[config.mk]
export PLATFORM = sky130hd
export DESIGN_NAME = z80_mmu_pt_loader
export DESIGN_NICKNAME = d
export VERILOG_FILES = /design/src/rtl/z80_mmu_pt_loader.sv
export SDC_FILE = /design/constraint.sdc
export NUM_CORES = 1
export LEC_CHECK = 0
export ABC_AREA = 1
export CAP_MARGIN = 5
export CORE_ASPECT_RATIO = 1.25
export CORE_UTILIZATION = 35
export DETAILED_ROUTE_END_ITERATION = 6
export DONT_BUFFER_PORTS = 1
export GPL_TIMING_DRIVEN = 0
export HOLD_SLACK_MARGIN = 0.03
export PLACE_DENSITY = 0.55
export SYNTH_ARGS = -nofsm -noshare
export SYNTH_HDL_FRONTEND = slang
export SYNTH_SLANG_ARGS = --single-unit
[constraint.sdc]
create_clock -name clk -period 2.25 [get_ports clk]
set_clock_uncertainty 0.2 [all_clocks]
set_input_delay 0.225 -clock clk [delete_from_list [all_inputs] [get_ports clk]]
set_output_delay 0.225 -clock clk [all_outputs]
set_load 0.1 [all_outputs]
[src/rtl/z80_mmu_pt_loader.sv]
// Z80 MMU page-table loader: bus master that writes a run of page-table
// entries (low byte, then high byte) into the MMU window at 0xFE00-0xFFFF.
//
// Ports:
//   clk, rst                  clock, synchronous active-high reset
//   start                     1-clk pulse; accepted only when idle
//   first_page, num_pages     first virtual page and entry count (0..256)
//   base_frame, flags         frame for first_page, flag nibble for all
//   bus_req / bus_ack         CPU-side bus request / grant handshake
//   bus_oe                    loader drives the MMU bus signals below
//   nMREQ, nRD, nWR           active-low bus strobes (nRD held high)
//   virtual_addr, cpu_data    MMU address and write data
//   busy, done, error         status; done/error are 1-clk pulses
module z80_mmu_pt_loader #(
    parameter int FLAGS     = 4,
    parameter int PA        = 12,
    parameter int WR_CYCLES = 2
) (
    input  logic             clk,
    input  logic             rst,
    input  logic             start,
    input  logic [7:0]       first_page,
    input  logic [8:0]       num_pages,
    input  logic [PA-1:0]    base_frame,
    input  logic [FLAGS-1:0] flags,
    output logic             bus_req,
    input  logic             bus_ack,
    output logic             bus_oe,
    output logic             nMREQ,
    output logic             nRD,
    output logic             nWR,
    output logic [15:0]      virtual_addr,
    output logic [7:0]       cpu_data,
    output logic             busy,
    output logic             done,
    output logic             error
);

    localparam int CW = (WR_CYCLES > 1) ? $clog2(WR_CYCLES) : 1;
    localparam logic [CW-1:0] CNT_LAST = CW'(WR_CYCLES - 1);

    localparam logic [2:0] S_IDLE    = 3'd0;
    localparam logic [2:0] S_REQ     = 3'd1;
    localparam logic [2:0] S_SETUP   = 3'd2;
    localparam logic [2:0] S_STROBE  = 3'd3;
    localparam logic [2:0] S_HOLD    = 3'd4;
    localparam logic [2:0] S_RELEASE = 3'd5;
    localparam logic [2:0] S_DONE    = 3'd6;
    localparam logic [2:0] S_ABORT   = 3'd7;

    logic [2:0]       state_q, state_d;
    logic [CW-1:0]    cnt_q, cnt_d;
    logic             hi_q, hi_d;
    logic [7:0]       page_q, page_d;
    logic [PA-1:0]    frame_q, frame_d;
    logic [8:0]       left_q, left_d;
    logic [FLAGS-1:0] flags_q, flags_d;

    logic             req_q, req_d;
    logic             oe_q, oe_d;
    logic             nwr_q, nwr_d;
    logic [15:0]      addr_q, addr_d;
    logic [7:0]       data_q, data_d;
    logic             busy_q, busy_d;
    logic             done_q, done_d;
    logic             err_q, err_d;

    logic [8:0]       n_clamp;

    assign n_clamp = (num_pages > 9'd256) ? 9'd256 : num_pages;

    always_comb begin
        state_d = state_q;
        cnt_d   = cnt_q;
        hi_d    = hi_q;
        page_d  = page_q;
        frame_d = frame_q;
        left_d  = left_q;
        flags_d = flags_q;
        case (state_q)
            S_IDLE: begin
                if (start) begin
                    page_d  = first_page;
                    frame_d = base_frame;
                    flags_d = flags;
                    left_d  = n_clamp;
                    hi_d    = 1'b0;
                    state_d = (n_clamp == 9'd0) ? S_DONE : S_REQ;
                end
            end
            S_REQ: begin
                if (bus_ack) state_d = S_SETUP;
            end
            S_SETUP: begin
                cnt_d   = CNT_LAST;
                state_d = bus_ack ? S_STROBE : S_ABORT;
            end
            S_STROBE: begin
                if (!bus_ack) begin
                    state_d = S_ABORT;
                end else if (cnt_q == '0) begin
                    state_d = S_HOLD;
                end else begin
                    cnt_d = cnt_q - 1'b1;
                end
            end
            S_HOLD: begin
                if (!bus_ack) begin
                    state_d = S_ABORT;
                end else if (!hi_q) begin
                    hi_d    = 1'b1;
                    state_d = S_SETUP;
                end else if (left_q == 9'd1) begin
                    state_d = S_RELEASE;
                end else begin
                    // Page and frame both wrap naturally at their widths.
                    hi_d    = 1'b0;
                    page_d  = page_q + 1'b1;
                    frame_d = frame_q + 1'b1;
                    left_d  = left_q - 1'b1;
                    state_d = S_SETUP;
                end
            end
            S_RELEASE: begin
                if (!bus_ack) state_d = S_DONE;
            end
            S_DONE:  state_d = S_IDLE;
            S_ABORT: state_d = S_IDLE;
            default: state_d = S_IDLE;
        endcase

        // Outputs are decoded from the next state so they are registered
        // and change on the same edge as the state they belong to.
        oe_d   = (state_d == S_SETUP) || (state_d == S_STROBE) ||
                 (state_d == S_HOLD);
        req_d  = oe_d || (state_d == S_REQ);
        nwr_d  = (state_d != S_STROBE);
        busy_d = (state_d != S_IDLE);
        done_d = (state_d == S_DONE);
        err_d  = (state_d == S_ABORT);
        addr_d = 16'h0000;
        data_d = 8'h00;
        if (oe_d) begin
            addr_d = {7'b1111111, page_d, hi_d};
            data_d = hi_d ? {flags_d, frame_d[PA-1:8]} : frame_d[7:0];
        end
    end

    always_ff @(posedge clk) begin
        if (rst) begin
            state_q <= S_IDLE;
            cnt_q   <= '0;
            hi_q    <= 1'b0;
            page_q  <= 8'h00;
            frame_q <= '0;
            left_q  <= 9'd0;
            flags_q <= '0;
            req_q   <= 1'b0;
            oe_q    <= 1'b0;
            nwr_q   <= 1'b1;
            addr_q  <= 16'h0000;
            data_q  <= 8'h00;
            busy_q  <= 1'b0;
            done_q  <= 1'b0;
            err_q   <= 1'b0;
        end else begin
            state_q <= state_d;
            cnt_q   <= cnt_d;
            hi_q    <= hi_d;
            page_q  <= page_d;
            frame_q <= frame_d;
            left_q  <= left_d;
            flags_q <= flags_d;
            req_q   <= req_d;
            oe_q    <= oe_d;
            nwr_q   <= nwr_d;
            addr_q  <= addr_d;
            data_q  <= data_d;
            busy_q  <= busy_d;
            done_q  <= done_d;
            err_q   <= err_d;
        end
    end

    // nMREQ and nWR share one flop so they can never skew apart.
    assign bus_req      = req_q;
    assign bus_oe       = oe_q;
    assign nMREQ        = nwr_q;
    assign nWR          = nwr_q;
    assign nRD          = 1'b1;
    assign virtual_addr = addr_q;
    assign cpu_data     = data_q;
    assign busy         = busy_q;
    assign done         = done_q;
    assign error        = err_q;

endmodule

==> metrics <==
cells along the critical path buf_4; Yosys warnings 0; Avg Vias per Cell roughly 5; arithmetic-cell share of the synthesized area counting full adders, half adders and majority gates 1.50%; post-synthesis average cell area 7.05 um2; sequential-to-total area share from yosys stat 36.6%; Top delay family on crit path flip-flops; share of the clock period used by the worst path approximately 95%; clock root buffer sky130_fd_sc_hd__clkbuf_16; largest net degree at the start of global routing 12; post-synth net total roughly 510; origin of the worst min-delay path num_pages[8]; total CTS buffers 9; Detailed Route Iter0 Violations 164; Slowest cell on crit path sky130_fd_sc_hd__dfxtp_1; DP Wirelength 6320 um; flops & latches, synth a little over 60; Crit path largest cell delay around 0.95 ns; CP Capture Type primary output; number of distinct library cell variants in the gate-level netlist after synthesis 37; Die Span X 89.3 um; wire length of the first global-routing pass 14900 um; top metal layer carrying routed signals met4; run status complete, no violations; via count of the first global-routing pass 3165; drt first pass iters 5; combinational family with the most area after synthesis simple AND/OR/NAND/NOR gates; Cells after Synth 473; Post-Syn Area 3330 um2; Slew @ Worst Pin 0.955 ns; data arrival time of the critical path 1.71 ns; xor/xnor share of the synthesized area 1.58%; Tmin final ~2.1 ns; setup repair after global routing missed its margin no; share of post-route cells with drive strength above 1 15.5%; number of antenna violations at the first check in global routing 0; Sink Count 61; Wirelength per Cell about 14 um; power density of the placed cells about 1200 nW/um2; share of synthesized area spent on multiplexers 1.20%; startpoint of the most critical setup path nMREQ; Starting Density 36.3%; met3 layer wire length in the routed design 366 um; Worst Hold Slack 0.0417 ns; post-synthesis share of cell area spent on and, or, nand and nor gates 32.6%; share of the synthesized area in compound gates (AO/OA/AOI/OAI) roughly 15%; remaining routing DRC violations 0; worst reg2reg path startpoint left_q[1]; Final Non-Filler Cells 653; CTS max path bufs 2; P_leak 0.00181 uW; Max rail drop VDD roughly 0.46 mV; PortBufs 0; total congestion overflow 0; die area 9920 um2; Total GRT Usage 19.5%; total of endpoints with negative setup slack in the final report 0; vertical die dimension about 110 um; Hold Crit Class input port to flip-flop; deepest level of the CTS H-tree 3; maximum capacitance violations 0; Antenna Nets Post-Route 0; WP data required 1.82 ns; CTS clock-pin slew for the worst setup and hold paths 0.06 ns; Fmax achieved 0.468 GHz; count of pins on the block boundary 69; floorplan core area 9170 um2; final-layout setup total negative slack 0 ns; wirelength, routed 9100 um; TritonCTS clock tree built; total instance count after detailed placement 596; layout overhead on the synthesized area 27.1%; clock latency at the later pin of the worst-skew pair approximately 0.33 ns; Final Hold Viols 0; routed wl met2 approximately 4300 um; Antenna Diode Count 0; kind of launch point of the worst setup path flip-flop; detailed-routing wirelength on met1 about 4200 um; critical-path maximum fanout 2; critical path start-end classification flip-flop to primary output; Slew headroom 36.3%; last weighted congestion value of the routability-driven placer 0.840; critical path buffer and inverter count 1; # rows 39; final-report max-slew violation count 0; total power after layout 5230 uW; via count of the routed design 3220; NumNets Final approximately 570
==> cell usage after synthesis <==
cell                       instances  share of area, %
sky130_fd_sc_hd__o31ai_1           1              0.23
sky130_fd_sc_hd__ha_1              4               1.5
sky130_fd_sc_hd__inv_2             4              0.45
sky130_fd_sc_hd__nand3_1          35               5.3
sky130_fd_sc_hd__a21oi_2           3              0.79
sky130_fd_sc_hd__nor4_1            1              0.19
sky130_fd_sc_hd__conb_1            1              0.11
sky130_fd_sc_hd__o21ai_1           1              0.15
sky130_fd_sc_hd__o21ai_0          26               3.9
sky130_fd_sc_hd__nand3_2           2              0.60
sky130_fd_sc_hd__clkbuf_1          6              0.68
sky130_fd_sc_hd__dfxtp_1          61                37
sky130_fd_sc_hd__nand4_2           1              0.38
sky130_fd_sc_hd__nand2_2           5              0.94
sky130_fd_sc_hd__buf_8             1              0.45
sky130_fd_sc_hd__nor2_2           12               2.3
sky130_fd_sc_hd__nor3_1            5              0.75
sky130_fd_sc_hd__nand2_1          93                10
sky130_fd_sc_hd__nor2_1           54               6.1
sky130_fd_sc_hd__mux2i_1           4               1.2
sky130_fd_sc_hd__nand3b_1          1              0.23
sky130_fd_sc_hd__buf_2             2              0.30
sky130_fd_sc_hd__o21bai_1          2              0.45
sky130_fd_sc_hd__o211ai_2          1              0.38
sky130_fd_sc_hd__a22oi_1          15               3.4
sky130_fd_sc_hd__xor2_1            6               1.6
sky130_fd_sc_hd__nand2_4           4               1.4
sky130_fd_sc_hd__o211ai_1          1              0.23
sky130_fd_sc_hd__nand4_1          12               2.3
sky130_fd_sc_hd__inv_1            54               6.1
sky130_fd_sc_hd__buf_6             1              0.34
sky130_fd_sc_hd__buf_4            12               2.7
sky130_fd_sc_hd__inv_4             1              0.19
sky130_fd_sc_hd__nor2_8            2               1.2
sky130_fd_sc_hd__a31oi_1           3              0.56
sky130_fd_sc_hd__a21oi_1          34               5.1
sky130_fd_sc_hd__nor2_4            2              0.68
==> worst register-to-register path, stage by stage (launching register included) <==
cell                         delay, ns
sky130_fd_sc_hd__dfxtp_1          0.32
sky130_fd_sc_hd__inv_2            0.07
sky130_fd_sc_hd__ha_4             0.16
sky130_fd_sc_hd__inv_1            0.06
sky130_fd_sc_hd__nor2_2           0.04
sky130_fd_sc_hd__nand2_2          0.08
sky130_fd_sc_hd__nor2_4           0.06
sky130_fd_sc_hd__nor2_4           0.22
sky130_fd_sc_hd__nand2_4          0.09
sky130_fd_sc_hd__nand2_4          0.15
sky130_fd_sc_hd__clkinvlp_4       0.18
sky130_fd_sc_hd__buf_12           0.17
sky130_fd_sc_hd__a21oi_1          0.12
sky130_fd_sc_hd__a21oi_1          0.08
==> final timing paths <==
check | end | slack (ns) | cells after the start
hold / removal | left_q[7] | 0.04 | 3
setup / recovery | nWR | 0.11 | 1
hold reg to reg | flags_q[2] | 0.29 | 2
setup reg to reg | left_q[7] | 0.12 | 13
==> power by group <==
group	leakage, uW	internal (uW)	total (uW)	switching [uW]
sequential	0.000499	1280	2000	721
clock	0.000134	770	1280	506
combinational	0.00117	636	1960	1320
==> repair_timing <==
item | 4_1_cts | 5_1_grt
buffers inserted | 0 | 7
hold buffers | 33 | 0
cloned | 0 | 1
pin swaps | 1 | 5
resized for setup | 3 | 6
setup endpoints to repair | 14 | 22
hold endpoints to repair | 43 | 0
==> layout make-up <==
type / count / area (um2)
multi-input combinational: 331 / 1770
buffer: 22 / 154
clock inverter: 6 / 38.8
clock buffer: 10 / 239
sequential: 61 / 1220
fill: 968 / 4940
inverter: 59 / 228
timing repair buffer: 41 / 433
tap: 123 / 154
==> routing by layer <==
metal  vias to the layer above  track usage [%]
met3                        22             4.39
met4                         0             8.04
li1                       1650                -
met2                        74             31.9
met5                         -                0
met1                      1474             24.3
==> kinds of logic (layout without fill, tap and decap cells) <==
group / after synthesis / after routing
buffers and inverters: 81 / 138
adders and majority gates: 4 / 4
AOI/OAI and AO/OA: 87 / 87
DFF: 61 / 61
muxes: 4 / 4
other: 1 / 1
xor gates and xnor gates: 6 / 6
and+or+nand+nor: 229 / 229
==> through the flow <==
step	util, %	setup slack, ns	instance area [um2]
floorplan	-	0.350	3330
global placement	38.0	-0.0121	3490
detailed placement	38.0	-0.0310	3490
CTS	44.8	0.00694	4110
global route	46.2	0.00186	4240
finish	46.2	0.115	4240
==> flip-flops by register name, summed over array words and instances, names as in the netlist <==
register and flops:
left_q 9, done 1, cpu_data 8, state_q 3
bus_req 1, frame_q 12, flags_q 4, page_q 8
hi_q 1, cnt_q 1, nMREQ 1, error 1
busy 1, virtual_addr 10
==> placed cells by master (no fill, tap or decap), drive strengths merged <==
cell type      n
buf           23
nor4           1
nand3         37
nand2        102
mux2i          4
a21oi         37
a22oi         15
nor2          70
nand4         13
nand3b         1
clkbuf        17
dlygate4sd3   33
conb           1
a31oi          3
xor2           6
nor3           5
o31ai          1
o21ai         27
dfxtp         61
clkinv         4
o21bai         2
o211ai         2
inv           58
ha             4
clkinvlp       3
Note: power is estimated with default switching activity, not from simulation.
